<file path="src/rtl/pong_pkg.sv">
// Shared Pong definitions: match state encodings and default constants.
package pong_pkg;

    typedef enum logic [1:0] {
        ST_IDLE  = 2'b00,
        ST_SERVE = 2'b01,
        ST_PLAY  = 2'b10,
        ST_OVER  = 2'b11
    } state_e;

    localparam int unsigned STATE_W     = 2;
    localparam int unsigned PTS_W       = 4;
    localparam int unsigned WIN_SCORE   = 9;
    localparam int unsigned CLK_HZ      = 100_000_000;

endpackage

</file>
<file path="src/rtl/serve_timer.sv">
// Serve delay counter: cleared by load, counts while en, flags the terminal cycle.
module serve_timer #(
    parameter int unsigned SERVE_CYCLES = 100_000_000
) (
    input  logic clk,
    input  logic reset,
    input  logic load,
    input  logic en,
    output logic done
);

    localparam int unsigned CNT_W = $clog2(SERVE_CYCLES + 1);
    localparam logic [CNT_W-1:0] LAST = CNT_W'(SERVE_CYCLES - 1);

    logic [CNT_W-1:0] cnt_q;
    logic [CNT_W-1:0] cnt_d;

    always_comb begin
        cnt_d = cnt_q;
        if (load) begin
            cnt_d = '0;
        end else if (en) begin
            cnt_d = cnt_q + CNT_W'(1);
        end
    end

    always_ff @(posedge clk) begin
        if (reset) begin
            cnt_q <= '0;
        end else begin
            cnt_q <= cnt_d;
        end
    end

    assign done = en && (cnt_q == LAST);

endmodule

</file>
<file path="src/rtl/game_fsm.sv">
// Pong match controller: idle, serve delay, play and game-over sequencing with point tallies.
module game_fsm
    import pong_pkg::*;
#(
    parameter int unsigned WIN_SCORE    = pong_pkg::WIN_SCORE,
    parameter int unsigned SERVE_CYCLES = 100_000_000
) (
    input  logic               clk,
    input  logic               reset,
    input  logic               start,
    input  logic               score1,
    input  logic               score2,
    output logic [STATE_W-1:0] state,
    output logic               ball_en,
    output logic               ball_hold,
    output logic               clr_score,
    output logic [1:0]         winner,
    output logic [PTS_W-1:0]   p1_pts,
    output logic [PTS_W-1:0]   p2_pts
);

    localparam logic [PTS_W-1:0] WIN_PTS = PTS_W'(WIN_SCORE);

    state_e             state_q, state_d;
    logic               start_q;
    logic               ball_en_q, ball_en_d;
    logic               ball_hold_q, ball_hold_d;
    logic               clr_score_q, clr_score_d;
    logic [1:0]         winner_q, winner_d;
    logic [PTS_W-1:0]   p1_q, p1_d;
    logic [PTS_W-1:0]   p2_q, p2_d;

    logic               start_rise;
    logic               tmr_load;
    logic               tmr_done;
    logic [PTS_W-1:0]   p1_nxt;
    logic [PTS_W-1:0]   p2_nxt;

    assign start_rise = start & ~start_q;

    serve_timer #(
        .SERVE_CYCLES (SERVE_CYCLES)
    ) u_serve_timer (
        .clk   (clk),
        .reset (reset),
        .load  (tmr_load),
        .en    (state_q == ST_SERVE),
        .done  (tmr_done)
    );

    // Next-state, tally and output decode; ball gating follows the next state so it lines up with state.
    always_comb begin
        state_d     = state_q;
        p1_d        = p1_q;
        p2_d        = p2_q;
        winner_d    = winner_q;
        clr_score_d = 1'b0;
        tmr_load    = 1'b0;
        p1_nxt      = p1_q + PTS_W'(score1);
        p2_nxt      = p2_q + PTS_W'(score2);

        case (state_q)
            ST_IDLE: begin
                if (start_rise) begin
                    state_d  = ST_SERVE;
                    tmr_load = 1'b1;
                end
            end
            ST_SERVE: begin
                if (tmr_done) begin
                    state_d = ST_PLAY;
                end
            end
            ST_PLAY: begin
                if (score1 || score2) begin
                    p1_d = p1_nxt;
                    p2_d = p2_nxt;
                    if ((p1_nxt == WIN_PTS) || (p2_nxt == WIN_PTS)) begin
                        state_d  = ST_OVER;
                        winner_d = {p2_nxt == WIN_PTS, p1_nxt == WIN_PTS};
                    end else begin
                        state_d  = ST_SERVE;
                        tmr_load = 1'b1;
                    end
                end
            end
            ST_OVER: begin
                if (start_rise) begin
                    state_d     = ST_SERVE;
                    tmr_load    = 1'b1;
                    p1_d        = '0;
                    p2_d        = '0;
                    winner_d    = 2'b00;
                    clr_score_d = 1'b1;
                end
            end
            default: begin
                state_d = ST_IDLE;
            end
        endcase

        ball_en_d   = (state_d == ST_PLAY);
        ball_hold_d = ~ball_en_d;
    end

    always_ff @(posedge clk) begin
        if (reset) begin
            state_q     <= ST_IDLE;
            start_q     <= 1'b0;
            ball_en_q   <= 1'b0;
            ball_hold_q <= 1'b1;
            clr_score_q <= 1'b0;
            winner_q    <= 2'b00;
            p1_q        <= '0;
            p2_q        <= '0;
        end else begin
            state_q     <= state_d;
            start_q     <= start;
            ball_en_q   <= ball_en_d;
            ball_hold_q <= ball_hold_d;
            clr_score_q <= clr_score_d;
            winner_q    <= winner_d;
            p1_q        <= p1_d;
            p2_q        <= p2_d;
        end
    end

    assign state     = state_q;
    assign ball_en   = ball_en_q;
    assign ball_hold = ball_hold_q;
    assign clr_score = clr_score_q;
    assign winner    = winner_q;
    assign p1_pts    = p1_q;
    assign p2_pts    = p2_q;

endmodule

</file>
<file path="config.mk">
export PLATFORM = sky130hd
export DESIGN_NAME = game_fsm
export DESIGN_NICKNAME = d
export VERILOG_FILES = /design/src/rtl/pong_pkg.sv /design/src/rtl/serve_timer.sv /design/src/rtl/game_fsm.sv
export SDC_FILE = /design/constraint.sdc
export NUM_CORES = 1
export LEC_CHECK = 0
export BUFFER_PORTS_ARGS = -buffer_cell sky130_fd_sc_hd__buf_2
export CORE_ASPECT_RATIO = 0.5
export CORE_MARGIN = 3
export CORE_UTILIZATION = 57
export DETAILED_ROUTE_END_ITERATION = 7
export PLACE_DENSITY = 0.77
export SLEW_MARGIN = 20
export SYNTH_ARGS = -nofsm -noshare
export SYNTH_HDL_FRONTEND = slang
export SYNTH_SLANG_ARGS = --single-unit
</file>
<file path="constraint.sdc">
create_clock -name clk -period 5.35 [get_ports clk]
set_input_delay 0.8025 -clock clk [delete_from_list [all_inputs] [get_ports clk]]
set_output_delay 0.8025 -clock clk [all_outputs]
set_load 0.1 [all_outputs]
</file>
# Word level (Yosys, flattened, before mapping)
# Index checks and enable logic that the tools add are counted.
[op_classes] n_eq_ne=10 n_reduce_logical=10 addsub=3 muxes=18 bitwise_logic=4
[op_table] operator="adder 27 x 1 -> 27 bit (second input constant)" count=1
[op_table] operator="== test 27 bit (second input constant)" count=1
[op_table] operator="case mux 4 bit (2 select lines)" count=2
[op_table] operator="2-to-1 mux 2 bit" count=7
[op_table] operator="2-to-1 mux 4 bit" count=3
[op_table] operator="adder 4 x 1 -> 4 bit" count=2
[op_table] operator="== test 4 bit (second input constant)" count=2
[op_table] operator="== test 2 bit (second input constant)" count=3
[op_table] operator="!= test 2 bit (second input constant)" count=3
[op_table] operator="case mux 2 bit (3 select lines)" count=1
[op_table] operator="OR reduction 2 bit" count=3
[op_table] operator="case mux 2 bit (2 select lines)" count=1
[op_table] operator="AND reduction 4 bit" count=1
[op_table] operator="2-to-1 mux 1 bit" count=3
[op_table] operator="NOT 1 bit" count=3
[op_table] operator="AND reduction 3 bit" count=1
[op_table] operator="== test 2 x 1 -> 1 bit (second input constant)" count=1
[op_table] operator="zero test 2 bit" count=1
[op_table] operator="logical OR 1 bit" count=2
[op_table] operator="case mux 1 bit (2 select lines)" count=1
[op_table] operator="nonzero test 2 bit" count=1
[op_table] operator="AND 1 bit" count=1
[op_table] operator="logical AND 1 bit" count=1
[word_totals] out_inout_bits=15 inputBits=5 reg_bits=43

# Logic depth before layout (Yosys ltp)
[logic_depth] depth_word=8 depth_mapped=8 depth_no_buf=7

# Modules after synthesis
# From an unflattened synthesis, not the netlist that was laid out.
[unflattened] cells_unflattened=243 area_unflattened_um2=2147.1
[by_module_without_submodules] module="serve_timer" area_each_um2=1318.8 n_inst=1 cells_each=152
[by_module_without_submodules] module="game_fsm" area_each_um2=828.3 n_inst=1 cells_each=91

# Least setup slack after synthesis
# OpenSTA, ideal clock, no wires.
[synth_path] kind="register to register" from="register p2_q[0], in the netlist p2_pts[0]" to="register u_serve_timer.cnt_q[10]" period_less_slack_ns=2.675 path_stages_with_launch=9 setup_time_ns=0.115 required_time_ns=5.235 slack_ns=2.675 t_arrival_ns=2.560 cell_sequence="dfxtp_1 -> ha_1 -> ha_1 -> xor2_1 -> nor2_1 -> a32o_2 -> o31ai_4 -> buf_6 -> nor2_1"
[synth_via] elab_chain_cells=7
[synth_rtl] item="from (decl)" line_no="game_fsm.sv:31" source="logic [PTS_W-1:0] p2_q, p2_d;"
[synth_rtl] item="from (signal assigned)" line_no="game_fsm.sv:124" source="p2_q <= p2_d;"
[synth_rtl] item="adder 4 x 1 -> 4 bit" line_no="game_fsm.sv:60" source="p2_nxt = p2_q + PTS_W'(score2);"
[synth_rtl] item="== test 4 bit" line_no="game_fsm.sv:78" source="if ((p1_nxt == WIN_PTS) || (p2_nxt == WIN_PTS)) begin"
[synth_rtl] item="logical OR 1 bit" line_no="game_fsm.sv:78"
[synth_rtl] item="2-to-1 mux 1 bit" line_no="game_fsm.sv:78"
[synth_rtl] item="2-to-1 mux 1 bit" line_no="game_fsm.sv:75" source="if (score1 || score2) begin"
[synth_rtl] item="case mux 1 bit (2 select lines)" line_no="game_fsm.sv:62" source="case (state_q)"
[synth_rtl] item="OR reduction 2 bit (no source line)"
[synth_rtl] item="to (signal assigned)" line_no="serve_timer.sv:31" source="cnt_q <= cnt_d;"
[synth_rtl] item="to (decl)" line_no="serve_timer.sv:15" source="logic [CNT_W-1:0] cnt_q;"
# No other way between the ends.
# A chain may end at the register's enable or synchronous reset.

# Worst setup path after layout
[layout_path] from="input score2" to="register u_serve_timer.cnt_q[12]"
[layout_via] elab_chain_cells=7 elab_cells_between_ends=8
[layout_rtl] item="from (decl)" line_no="game_fsm.sv:12" source="input logic score2,"
[layout_rtl] item="adder 4 x 1 -> 4 bit" line_no="game_fsm.sv:60"
[layout_rtl] item="== test 4 bit" line_no="game_fsm.sv:78"
[layout_rtl] item="logical OR 1 bit" line_no="game_fsm.sv:78"
[layout_rtl] item="2-to-1 mux 1 bit" line_no="game_fsm.sv:78"
[layout_rtl] item="2-to-1 mux 1 bit (*)" line_no="game_fsm.sv:75"
[layout_rtl] item="case mux 1 bit (2 select lines) (*)" line_no="game_fsm.sv:62"
[layout_rtl] item="OR reduction 2 bit (no source line) (*)"
# Mark *: on every way between the ends. The rest lies on a longest branch, timed or not.

==> results.md <==
- Status: finished clean
- Most common cell after layout, fill and taps aside: dfxtp_1
- Clock latency on the worst-skew pair: 290 ps
- Clock sinks: 43
- Register area share after synthesis: 41.1%
- Most frequent cells in the layout: dfxtp_1, nor2_1, xor2_1, buf_2, nand3_1
- Cell Count, Final, Fillers Out: 295
- Buf+Inv Stages, Crit Path: 1
- GP Congestion: 0.852
- WL final: 3830 µm
- Crit path largest cell delay: 880 ps
- DRC viols: 0
- Clock root cell: clkbuf_8
- Hold Path Class: flop to flop
- Share of layout cells above drive strength 1: 16.2%
- Die Y-Extent: 48.9 µm
- First-pass GRT wire length: 7090 µm
- Die Wd: 91.8 µm
- Critical path class: input pin to flop
- Final hold viol count: 0
- CTS max path bufs: 2
- RSZ-0062 raised after global routing: no
- Post-layout util: 70.6%
- Worst-Margin Slew: 1050 ps
- Worst-path clk slew: 80 ps
- Port bufs: 19
- Rows: 14
- Total track usage: 18.9%
- Period utilisation layout: 51.4%
- Post-synthesis cell type count: 44
- Ys async rst share: 0%
- CTS tree: done
- Max Freq: 364 MHz
- Final critical-path required period: 2750 ps
- Yosys warning total: 0
- Min Hold Slack: 497 ps
- Setup_tns: 0 ps
- Final #Nets: 260
- LEAKAGE: 0.888 nW
- Met1 wire length: 1920 µm
- GRT overflow: 0
- Post-CTS Setup Bufs: 0
- Largest net degree at the start of global routing: 28
- Final Slew Violations: 0
- Die area: 0.00449 mm²
- Met2 wire len: 1730 µm
- WL per Instance: 13.0 µm
- Routed vias/inst: 5.60
- Synthesis-stage register bit count: 43
- PostCTS Resize Cnt: 0
- DP Cell Count: 288
- DR top layer: met4
- Max VDD drop: 0.175 mV
- Cts hold-fix bufs: 0
- Main synth FF type: dfxtp_1
- Total number of vias: 1653
- Area growth from synthesis to layout: 9.73%
- N_diodes: 0
- EDFF count, synth: 0
- Initial DRC count: 59
- Critical Path Fanout Max: 27
- Total core area: 0.00326 mm²
- Crit-path leading delay family: compound AO/OA/AOI/OAI gates
- Slowest CP cell: o31ai_4
- Max-Cap Viols: 0
- Startpoint types: input pin
- Hpwl dp: 2720 µm
- H-tree depth: 2
- Area occupied by multi-input gates: 0.00118 mm²
- Vias in the first global route: 1602
- Initial antenna violation count: 0
- Reg area: 861 µm²
- # fillers: 274
- Rel. slew slack: 30.0%
- Syn Nets: 240
- CP required: 5490 ps
- Cell Area, Synth: 0.00210 mm²
- Arr. time, crit path: 2890 ps
- Cells after Synth: 227
- CP Capture Type: flop
- Pwr Density: 345 mW/mm²
- Synth Area per Inst: 9.24 µm²
- Drt first pass iters: 4
- Post-DRT Antenna Nets: 0
- Post-Route Skew: 4.63 ps
- Ports: 20
- Worst-path cell chain: buf_2, ha_1, ha_1, xor2_1, nor2_1, a32o_2, o31ai_4, nor2_1
- Final setup vio count: 0
- Met3 Routed Length: 158 µm
- CTS Buf Count: 5
- Initial Util: 64.4%
per-layer routing:
metal | vias to the layer above | global-route usage, %
met2 | 36 | 30.6
met4 | 0 | 5.67
met1 | 766 | 24.6
met3 | 5 | 5.55
li1 | 846 | -
met5 | - | 0
cells in the mapped netlist, drive strengths merged (4+ instances only):
master  count  area share (%)
nor2       44             8.2
dfxtp      43              41
xor2       21             8.8
nand3      15             3.8
nand2      10             2.1
nand4      10             3.0
xnor2       9             3.8
ha          8             4.8
a21oi       7             1.8
nor3        7             1.7
a22oi       6             2.1
o21ai       5             1.2
and4        4             1.8
inv         4            0.72
per-stage QoR:
| step | setup slack, ps | instance area (µm²) | power, W |
|---|---|---|---|
| after floorplan | 2680 | 2100 | 0.000564 |
| after global placement | 2340 | 2210 | 0.000594 |
| after detailed placement | 2280 | 2210 | 0.000597 |
| after CTS | 2600 | 2300 | 0.000801 |
| after global routing | 2440 | 2300 | 0.000841 |
| final | 2600 | 2300 | 0.000793 |
final cells by class:
cell class,count,share of cell area (%)
multi-input combinational,174,51.4
timing repair buffer,19,4.13
inverter,4,0.653
tap,48,2.61
clock inverter,1,0.218
clock buffer,6,3.59
sequential,43,37.4
registers in the layout (all words and copies together), names as in the netlist:
| register | cells |
|---|---|
| start_q | 1 |
| winner | 2 |
| p2_pts | 4 |
| u_serve_timer.cnt_q | 27 |
| clr_score | 1 |
| state | 2 |
| ball_hold | 1 |
| ball_en | 1 |
| p1_pts | 4 |
final timing paths:
path,from,end,slack [ps],depth (start not counted)
max,score2,u_serve_timer.cnt_q[12],2600,8
min,winner[0],winner[0],500,2
max reg2reg,state[1],u_serve_timer.cnt_q[19],2850,7
min reg2reg,winner[0],winner[0],500,2
report_power, final:
part / switching (W) / internal [W] / total [W]
Sequential: 0.0000167 / 0.000335 / 0.000351
Clock: 0.000103 / 0.000101 / 0.000204
Combinational: 0.000177 / 0.0000607 / 0.000238
Total: 0.000297 / 0.000497 / 0.000793
logic make-up (layout without fill, tap and decap cells):
| family | after synthesis | after routing | synth area share [%] |
|---|---|---|---|
| adders and majority gates | 8 | 8 | 4.77 |
| xor gates and xnor gates | 30 | 30 | 12.5 |
| DFF | 43 | 43 | 41.1 |
| and+or+nand+nor | 106 | 106 | 27.5 |
| buffers and inverters | 10 | 30 | 2.57 |
| AOI/OAI and AO/OA | 29 | 29 | 11.1 |
| muxes | 1 | 1 | 0.477 |
worst reg2reg max path: stages (launching register included):
cell and delay (ps):
dfxtp_1 400, inv_1 90, ha_1 510, nand4_1 360
nor4_4 600, nand4_1 190, xor2_1 160, nor2_1 50
Note: power is estimated with default switching activity, not from simulation.
